==> src/rtl/fetch_refill_ctrl_if.sv <==
// AXI4 read-address / read-data channel bundle for the fetch refill sequencer.
// The master modport is the sequencer side; the slave modport is the interconnect side.
interface fetch_refill_ctrl_if #(
    parameter int ADDR_W = 64
);
    logic              m_axi_arvalid_o;
    logic              m_axi_arready_i;
    logic [ADDR_W-1:0] m_axi_araddr_o;
    logic [7:0]        m_axi_arlen_o;
    logic [2:0]        m_axi_arsize_o;
    logic [1:0]        m_axi_arburst_o;
    logic              m_axi_rvalid_i;
    logic              m_axi_rready_o;
    logic [63:0]       m_axi_rdata_i;
    logic [1:0]        m_axi_rresp_i;
    logic              m_axi_rlast_i;

    modport master (
        output m_axi_arvalid_o, m_axi_araddr_o, m_axi_arlen_o, m_axi_arsize_o,
               m_axi_arburst_o, m_axi_rready_o,
        input  m_axi_arready_i, m_axi_rvalid_i, m_axi_rdata_i, m_axi_rresp_i,
               m_axi_rlast_i
    );

    modport slave (
        input  m_axi_arvalid_o, m_axi_araddr_o, m_axi_arlen_o, m_axi_arsize_o,
               m_axi_arburst_o, m_axi_rready_o,
        output m_axi_arready_i, m_axi_rvalid_i, m_axi_rdata_i, m_axi_rresp_i,
               m_axi_rlast_i
    );
endinterface

==> src/rtl/fetch_refill_ctrl.sv <==
// Single-burst AXI4 INCR read sequencer streaming refill beats into the fetch CDC FIFO write port.
// Optional macro FETCH_REFILL_ERR_CHK_EN enables rresp/rlast checking and err_o reporting.
module fetch_refill_ctrl #(
    parameter int ADDR_W = 64,
    parameter int BEATS  = 4
) (
    input  logic                axi_clk,
    input  logic                axi_resetn,
    input  logic                req_valid_i,
    output logic                req_ready_o,
    input  logic [ADDR_W-1:0]   req_addr_i,
    input  logic                flush_i,
    output logic                busy_o,
    output logic                done_o,
    output logic                err_o,
    fetch_refill_ctrl_if.master m_axi,
    output logic                fifo_wr_en_o,
    output logic [63:0]         fifo_wr_data_o,
    input  logic                fifo_wr_full_i
);

    localparam int               CNT_W    = $clog2(BEATS) + 1;
    localparam logic [CNT_W-1:0] LAST_CNT = CNT_W'(BEATS);
    localparam logic [CNT_W-1:0] LAST_IDX = CNT_W'(BEATS - 1);

    typedef enum logic [1:0] {
        S_IDLE,
        S_ADDR,
        S_DATA
    } state_t;

    state_t            r_state;
    state_t            w_state_nxt;
    logic [ADDR_W-1:0] r_addr;
    logic [CNT_W-1:0]  r_cnt;
    logic              r_drop;
    logic              r_flushed;
    logic              r_bad;
    logic              r_hold_vld;
    logic [63:0]       r_hold_data;
    logic              r_done;
    logic              r_err;

    logic              w_arvalid;
    logic              w_rready;
    logic              w_req_acc;
    logic              w_beat;
    logic              w_beat_bad;
    logic              w_load;
    logic              w_drain;
    logic              w_flush_act;
    logic              w_flush_data;
    logic              w_finish;
    logic              w_unused;

    assign w_req_acc    = (r_state == S_IDLE) & req_valid_i;
    assign w_flush_act  = (r_state != S_IDLE) & flush_i;
    assign w_flush_data = (r_state == S_DATA) & flush_i;
    assign w_drain      = r_hold_vld & ~fifo_wr_full_i;
    assign w_rready     = (r_state == S_DATA) & (r_cnt < LAST_CNT) &
                          (r_drop | ~r_hold_vld | ~fifo_wr_full_i);
    assign w_beat       = m_axi.m_axi_rvalid_i & w_rready;

`ifdef FETCH_REFILL_ERR_CHK_EN
    // A bad response or a misplaced/missing rlast poisons the rest of the burst.
    assign w_beat_bad = (m_axi.m_axi_rresp_i != 2'b00) |
                        (m_axi.m_axi_rlast_i != (r_cnt == LAST_IDX));
    assign w_unused   = ^req_addr_i[2:0];
`else
    assign w_beat_bad = 1'b0;
    assign w_unused   = ^{req_addr_i[2:0], m_axi.m_axi_rresp_i, m_axi.m_axi_rlast_i, LAST_IDX};
`endif

    assign w_load   = w_beat & ~r_drop & ~w_beat_bad & ~flush_i;
    // Burst is complete once every beat is in and the hold register is empty or emptying now.
    assign w_finish = (r_state == S_DATA) & (r_cnt == LAST_CNT) &
                      (~r_hold_vld | w_drain | flush_i);

    always_ff @(posedge axi_clk or negedge axi_resetn) begin
        if (!axi_resetn) begin
            r_state <= S_IDLE;
        end else begin
            r_state <= w_state_nxt;
        end
    end

    always_comb begin
        w_state_nxt = r_state;
        req_ready_o = 1'b0;
        busy_o      = 1'b1;
        w_arvalid   = 1'b0;
        case (r_state)
            S_IDLE: begin
                req_ready_o = 1'b1;
                busy_o      = 1'b0;
                if (req_valid_i) w_state_nxt = S_ADDR;
            end
            S_ADDR: begin
                w_arvalid = 1'b1;
                if (m_axi.m_axi_arready_i) w_state_nxt = S_DATA;
            end
            S_DATA: begin
                if (w_finish) w_state_nxt = S_IDLE;
            end
            default: w_state_nxt = S_IDLE;
        endcase
    end

    always_ff @(posedge axi_clk or negedge axi_resetn) begin
        if (!axi_resetn) begin
            r_addr      <= '0;
            r_cnt       <= '0;
            r_drop      <= 1'b0;
            r_flushed   <= 1'b0;
            r_bad       <= 1'b0;
            r_hold_vld  <= 1'b0;
            r_hold_data <= '0;
            r_done      <= 1'b0;
            r_err       <= 1'b0;
        end else begin
            r_done <= 1'b0;
            r_err  <= 1'b0;
            if (w_req_acc) begin
                r_addr    <= {req_addr_i[ADDR_W-1:3], 3'b000};
                r_cnt     <= '0;
                r_drop    <= 1'b0;
                r_flushed <= 1'b0;
                r_bad     <= 1'b0;
            end
            if (w_flush_act) begin
                r_drop    <= 1'b1;
                r_flushed <= 1'b1;
            end
            if (w_beat) begin
                r_cnt <= r_cnt + 1'b1;
                if (w_beat_bad) begin
                    r_drop <= 1'b1;
                    r_bad  <= 1'b1;
                end
            end
            // A flush in DATA discards the held beat instead of writing it.
            if (w_flush_data) begin
                r_hold_vld <= 1'b0;
            end else if (w_load) begin
                r_hold_vld  <= 1'b1;
                r_hold_data <= m_axi.m_axi_rdata_i;
            end else if (w_drain) begin
                r_hold_vld <= 1'b0;
            end
            if (w_finish) begin
                r_done <= ~r_drop & ~flush_i;
                r_err  <= r_bad & ~r_flushed & ~flush_i;
            end
        end
    end

    assign m_axi.m_axi_arvalid_o = w_arvalid;
    assign m_axi.m_axi_araddr_o  = r_addr;
    assign m_axi.m_axi_arlen_o   = 8'(BEATS - 1);
    assign m_axi.m_axi_arsize_o  = 3'b011;
    assign m_axi.m_axi_arburst_o = 2'b01;
    assign m_axi.m_axi_rready_o  = w_rready;

    assign fifo_wr_en_o   = r_hold_vld;
    assign fifo_wr_data_o = r_hold_data;
    assign done_o         = r_done;
    assign err_o          = r_err;

endmodule

==> src/flat_wrapper.sv <==
// flat-port wrapper written by rule: the top's interface ports become plain ports
module fetch_refill_ctrl_flat 
#(
    parameter int ADDR_W = 64,
    parameter int BEATS  = 4
)
  (axi_clk, axi_resetn, req_valid_i, req_ready_o, req_addr_i, flush_i, busy_o, done_o, err_o, fifo_wr_en_o, fifo_wr_data_o, fifo_wr_full_i, m_axi_m_axi_arvalid_o, m_axi_m_axi_araddr_o, m_axi_m_axi_arlen_o, m_axi_m_axi_arsize_o, m_axi_m_axi_arburst_o, m_axi_m_axi_rready_o, m_axi_m_axi_arready_i, m_axi_m_axi_rvalid_i, m_axi_m_axi_rdata_i, m_axi_m_axi_rresp_i, m_axi_m_axi_rlast_i);
  fetch_refill_ctrl_if #(.ADDR_W(ADDR_W)) m_axi_i ();
  input  logic axi_clk;
  input  logic axi_resetn;
  input  logic req_valid_i;
  output logic req_ready_o;
  input  logic [ADDR_W-1:0] req_addr_i;
  input  logic flush_i;
  output logic busy_o;
  output logic done_o;
  output logic err_o;
  output logic fifo_wr_en_o;
  output logic [63:0] fifo_wr_data_o;
  input  logic fifo_wr_full_i;
  output wire logic [$bits(m_axi_i.m_axi_arvalid_o)-1:0] m_axi_m_axi_arvalid_o;
  output wire logic [$bits(m_axi_i.m_axi_araddr_o)-1:0] m_axi_m_axi_araddr_o;
  output wire logic [$bits(m_axi_i.m_axi_arlen_o)-1:0] m_axi_m_axi_arlen_o;
  output wire logic [$bits(m_axi_i.m_axi_arsize_o)-1:0] m_axi_m_axi_arsize_o;
  output wire logic [$bits(m_axi_i.m_axi_arburst_o)-1:0] m_axi_m_axi_arburst_o;
  output wire logic [$bits(m_axi_i.m_axi_rready_o)-1:0] m_axi_m_axi_rready_o;
  input wire logic [$bits(m_axi_i.m_axi_arready_i)-1:0] m_axi_m_axi_arready_i;
  input wire logic [$bits(m_axi_i.m_axi_rvalid_i)-1:0] m_axi_m_axi_rvalid_i;
  input wire logic [$bits(m_axi_i.m_axi_rdata_i)-1:0] m_axi_m_axi_rdata_i;
  input wire logic [$bits(m_axi_i.m_axi_rresp_i)-1:0] m_axi_m_axi_rresp_i;
  input wire logic [$bits(m_axi_i.m_axi_rlast_i)-1:0] m_axi_m_axi_rlast_i;
  assign m_axi_m_axi_arvalid_o = m_axi_i.m_axi_arvalid_o;
  assign m_axi_m_axi_araddr_o = m_axi_i.m_axi_araddr_o;
  assign m_axi_m_axi_arlen_o = m_axi_i.m_axi_arlen_o;
  assign m_axi_m_axi_arsize_o = m_axi_i.m_axi_arsize_o;
  assign m_axi_m_axi_arburst_o = m_axi_i.m_axi_arburst_o;
  assign m_axi_m_axi_rready_o = m_axi_i.m_axi_rready_o;
  assign m_axi_i.m_axi_arready_i = m_axi_m_axi_arready_i;
  assign m_axi_i.m_axi_rvalid_i = m_axi_m_axi_rvalid_i;
  assign m_axi_i.m_axi_rdata_i = m_axi_m_axi_rdata_i;
  assign m_axi_i.m_axi_rresp_i = m_axi_m_axi_rresp_i;
  assign m_axi_i.m_axi_rlast_i = m_axi_m_axi_rlast_i;
  fetch_refill_ctrl #(.ADDR_W(ADDR_W), .BEATS(BEATS)) u_core (.axi_clk(axi_clk), .axi_resetn(axi_resetn), .req_valid_i(req_valid_i), .req_ready_o(req_ready_o), .req_addr_i(req_addr_i), .flush_i(flush_i), .busy_o(busy_o), .done_o(done_o), .err_o(err_o), .m_axi(m_axi_i), .fifo_wr_en_o(fifo_wr_en_o), .fifo_wr_data_o(fifo_wr_data_o), .fifo_wr_full_i(fifo_wr_full_i));
endmodule
==> config.mk <==
export PLATFORM = sky130hd
export DESIGN_NAME = fetch_refill_ctrl_flat
export DESIGN_NICKNAME = d
export VERILOG_FILES = /design/src/rtl/fetch_refill_ctrl_if.sv /design/src/rtl/fetch_refill_ctrl.sv /design/src/flat_wrapper.sv
export SDC_FILE = /design/constraint.sdc
export NUM_CORES = 1
export LEC_CHECK = 0
export CORE_ASPECT_RATIO = 1.1
export CORE_MARGIN = 8
export CORE_UTILIZATION = 36
export CTS_BUF_LIST = sky130_fd_sc_hd__clkbuf_4
export DETAILED_ROUTE_END_ITERATION = 8
export GPL_ROUTABILITY_DRIVEN = 0
export PLACE_DENSITY = 0.79
export SETUP_SLACK_MARGIN = 0.15
export SKIP_LAST_GASP = 1
export SLEW_MARGIN = 20
export SYNTH_ARGS = -nofsm -noshare
export SYNTH_HDL_FRONTEND = slang
export SYNTH_SLANG_ARGS = --single-unit
==> constraint.sdc <==
create_clock -name axi_clk -period 1.5 [get_ports axi_clk]
set_input_delay 0.15 -clock axi_clk [delete_from_list [all_inputs] [get_ports axi_clk]]
set_output_delay 0.15 -clock axi_clk [all_outputs]
set_load 0.01 [all_outputs]
==> results by group <==
Critical path
  • Setup CP Type: reg2reg
  • Worst r2r src: u_core.r_state[0]
  • Critical path arrival: approximately 2100 ps
  • Critical Path Source Type: flop
  • Setup crit end kind: flop
  • Worst Setup SP: u_core.r_state[0]
  • Worst-path fanout max: 8
  • R2R depth: 6
  • Reg2reg setup slack: -210 ps
  • Worst endpoint required time: 1890 ps

Routing
  • Vias: a little under 4k
  • First-pass DRT Iterations: 4
  • Final wirelength: approximately 17,000 um
  • # DRC: 0
  • Via-per-instance ratio: 4.57
  • Drt initial violations: 92
  • Remaining antenna violation count after routing: 0
  • Post-DR wirelength/cell: roughly 20 um

Placement
  • HPWL after DPL: around 12,000 um
  • Worst slack at placement: -316 ps
  • Port Buffers: 262

Timing
  • Setup Skew: approximately 10 ps
  • Endpoints failing hold: 0
  • Final setup vio count: around 130
  • Post-route minimum period: ~1700 ps
  • Hold_ws: approximately 220 ps
  • Setup WS post-layout: -210 ps
  • RSZ-0062 raised after global routing: true
  • Final period utilization: 114%
  • Count of final max-slew check failures: 0
  • Achievable Freq: between 500 and 600 MHz

Floorplan
  • Rows: 46
  • Die Span X: approximately 130 um
  • Initial Utilization: around 37%
  • Die height: about 140 um
  • IO Count: 286
  • Core area: ~14,000 um^2
  • Die ar.: between 15,000 and 20,000 um^2

Min path
  • Worst hold path type: in2async

Finish
  • Number of fillers in the final layout: approximately 1.2k
  • Final Net Count: 788
  • Register area: roughly 3300 um^2
  • Synth-to-Final Area Change: 60.8%
  • Share of layout cells above drive strength 1: 53.1%
  • Fin util: between 50% and 60%
  • Area of the multi-input gates: roughly 1700 um^2

GRT
  • Vias in the first global route: between 4k and 5k
  • Global-route wire length before repair: between 20,000 and 25,000 um
  • Initial antenna violation count: 1
  • All-Layer GR Usage: 17.8%
  • Total congestion overflow: 0
  • Largest net degree at the start of global routing: 70

Power and ir drop
  • Total Power: ~16 mW
  • LEAKAGE: approximately 4.0 nW
  • VDD IR-drop max: approximately 0.93 mV
  • Seq pwr share: between 30% and 40%
  • Sw power: ~5.5 mW
  • Internal: 10.5 mW
  • Clock power share: 12.2%
  • Sw frac: ~34%
  • Pwr per Cell Area: around 1900 nW/um^2
  • Combinational Power Share: between 40% and 50%

Clocking
  • Clk_lat worst skew: ~500 ps
  • TritonCTS clock tree: done
  • CTS H-tree depth: 4
  • CTS sink cnt: about 130
  • CTS root buffer: clkbuf_4
  • Worst-path clk slew: about 100 ps
  • Clock tree buffer depth: 2
  • Num CTS Buffers: 17

Yosys
  • Synth warn: 0
  • Syn Std Cell Area: 5220 um^2
  • Post-synth top cells: dfrtp_1 (133), mux2_2 (120), buf_4 (20)
  • Dominant cells by area after synthesis: dfrtp_1 (64%), mux2_2 (26%), buf_4 (2.9%)
  • Yosys cell types: 27
  • Ys flop type: dfrtp_1
  • Yosys top cell area share: a little under two thirds
  • Synth Area per Inst: 16.1 um^2
  • Post-synthesis sequential area ratio: roughly 64%
  • Post-Synthesis Cells: ~320
  • Seq cells post-synth: approximately 130
  • Leading area contributor after synthesis: dfrtp_1
  • Asr flop ratio synth: 100%
  • Post-synth EDFFs: 0
  • Most common cell in the netlist: dfrtp_1

Status
  • Status: finished with violations
  • Failing checks: setup timing

Job
  • Max-Cap Viols: 0
-- layer usage --
| layer | up-vias | track usage [%] | wire length [um] |
|---|---|---|---|
| li1 | 1746 | - | - |
| met1 | 1925 | 17.4 | 6110 |
| met2 | 177 | 32.4 | 9350 |
| met3 | 37 | 6.07 | 1190 |
| met4 | 0 | 8.89 | 585 |
| met5 | - | 0 | 0 |
-- critical path: stages, from the launching register on --
cell and delay, ps:
dfrtp_1 400, buf_6 140, and4bb_2 330, nand4_4 90, buf_12 180, buf_16 150
mux2_4 290
-- final timing paths --
path,to
max,u_core.fifo_wr_data_o[5]
min,u_core.fifo_wr_data_o[38]
min in group axi_clk,u_core.r_state[0]
min reg2reg,u_core.fifo_wr_data_o[9]
max reg2reg,u_core.fifo_wr_data_o[5]
max in group asynchronous,u_core.r_state[1]
-- kinds of logic after synthesis --
| kind of cell | after synthesis | synth area share [%] |
|---|---|---|
| and+or+nand+nor | 15 | 1.87 |
| buffers and inverters | 37 | 5.27 |
| DFF | 133 | 63.8 |
| muxes | 127 | 27.4 |
| other | 2 | 0.144 |
| AOI/OAI and AO/OA | 8 | 1.10 |
| adders and majority gates | 2 | 0.479 |
-- cell type report --
type	instances	area share, %
timing repair buffer	319	33.8
clock buffer	19	1.70
tap	192	2.86
multi-input combinational	170	20.8
sequential	133	39.7
inverter	7	0.313
antenna	1	0.0298
clock inverter	9	0.790
-- registers in the layout (all words and copies together) (netlist names) --
register / flops
u_core.done_o: 1
u_core.fifo_wr_data_o: 64
u_core.fifo_wr_en_o: 1
u_core.m_axi.m_axi_araddr_o: 61
u_core.r_cnt: 3
u_core.r_drop: 1
u_core.r_state: 2
-- power by group through the flow --
stage	Combinational, mW	Clock [mW]	Sequential, mW
2_1_floorplan	2.51	0	7.11
3_3_place_gp	7.85	0	6.27
3_5_place_dp	8.07	0	6.40
4_1_cts	8.38	2.06	6.32
5_1_grt	8.25	2.20	6.53
6_report	7.73	1.96	6.33
-- cells in the final DEF, fill, tap and decap left out, types with 2 or more instances in the layout --
cell / instances
dfrtp_1: 132
clkdlybuf4s50_1: 130
mux2_2: 120
buf_2: 67
clkbuf_2: 55
buf_4: 28
clkbuf_4: 19
conb_1: 17
buf_16: 11
buf_6: 9
clkdlybuf4s15_2: 7
buf_12: 6
inv_1: 5
mux2_4: 5
clkinv_1: 5
nand2_1: 3
clkbuf_16: 3
nand2b_4: 2
inv_2: 2
or3b_4: 2
nand2_2: 2
mux2i_1: 2
ha_1: 2
clkinv_2: 2
-- stage by stage --
| stage | instances | TNS, ps | cell area [um^2] |
|---|---|---|---|
| 2_1_floorplan | 339 | 0 | 5310 |
| 3_3_place_gp | 776 | -32130 | 8050 |
| 3_5_place_dp | 776 | -33750 | 8050 |
| 4_1_cts | 834 | -24840 | 8790 |
| 5_1_grt | 850 | -25780 | 8390 |
| 6_report | 850 | -20520 | 8390 |
-- repair_timing --
| action | 4_1_cts | 5_1_grt |
|---|---|---|
| buffers inserted | 19 | 10 |
| hold buffers | 1 | 0 |
| setup endpoints to repair | 260 | 247 |
| cloned | 10 | 5 |
| gates resized for setup | 379 | 124 |
| endpoints found under the hold margin | 133 | 0 |
| pin swaps | 2 | 5 |
No activity file was read; power rests on OpenSTA's default activity.
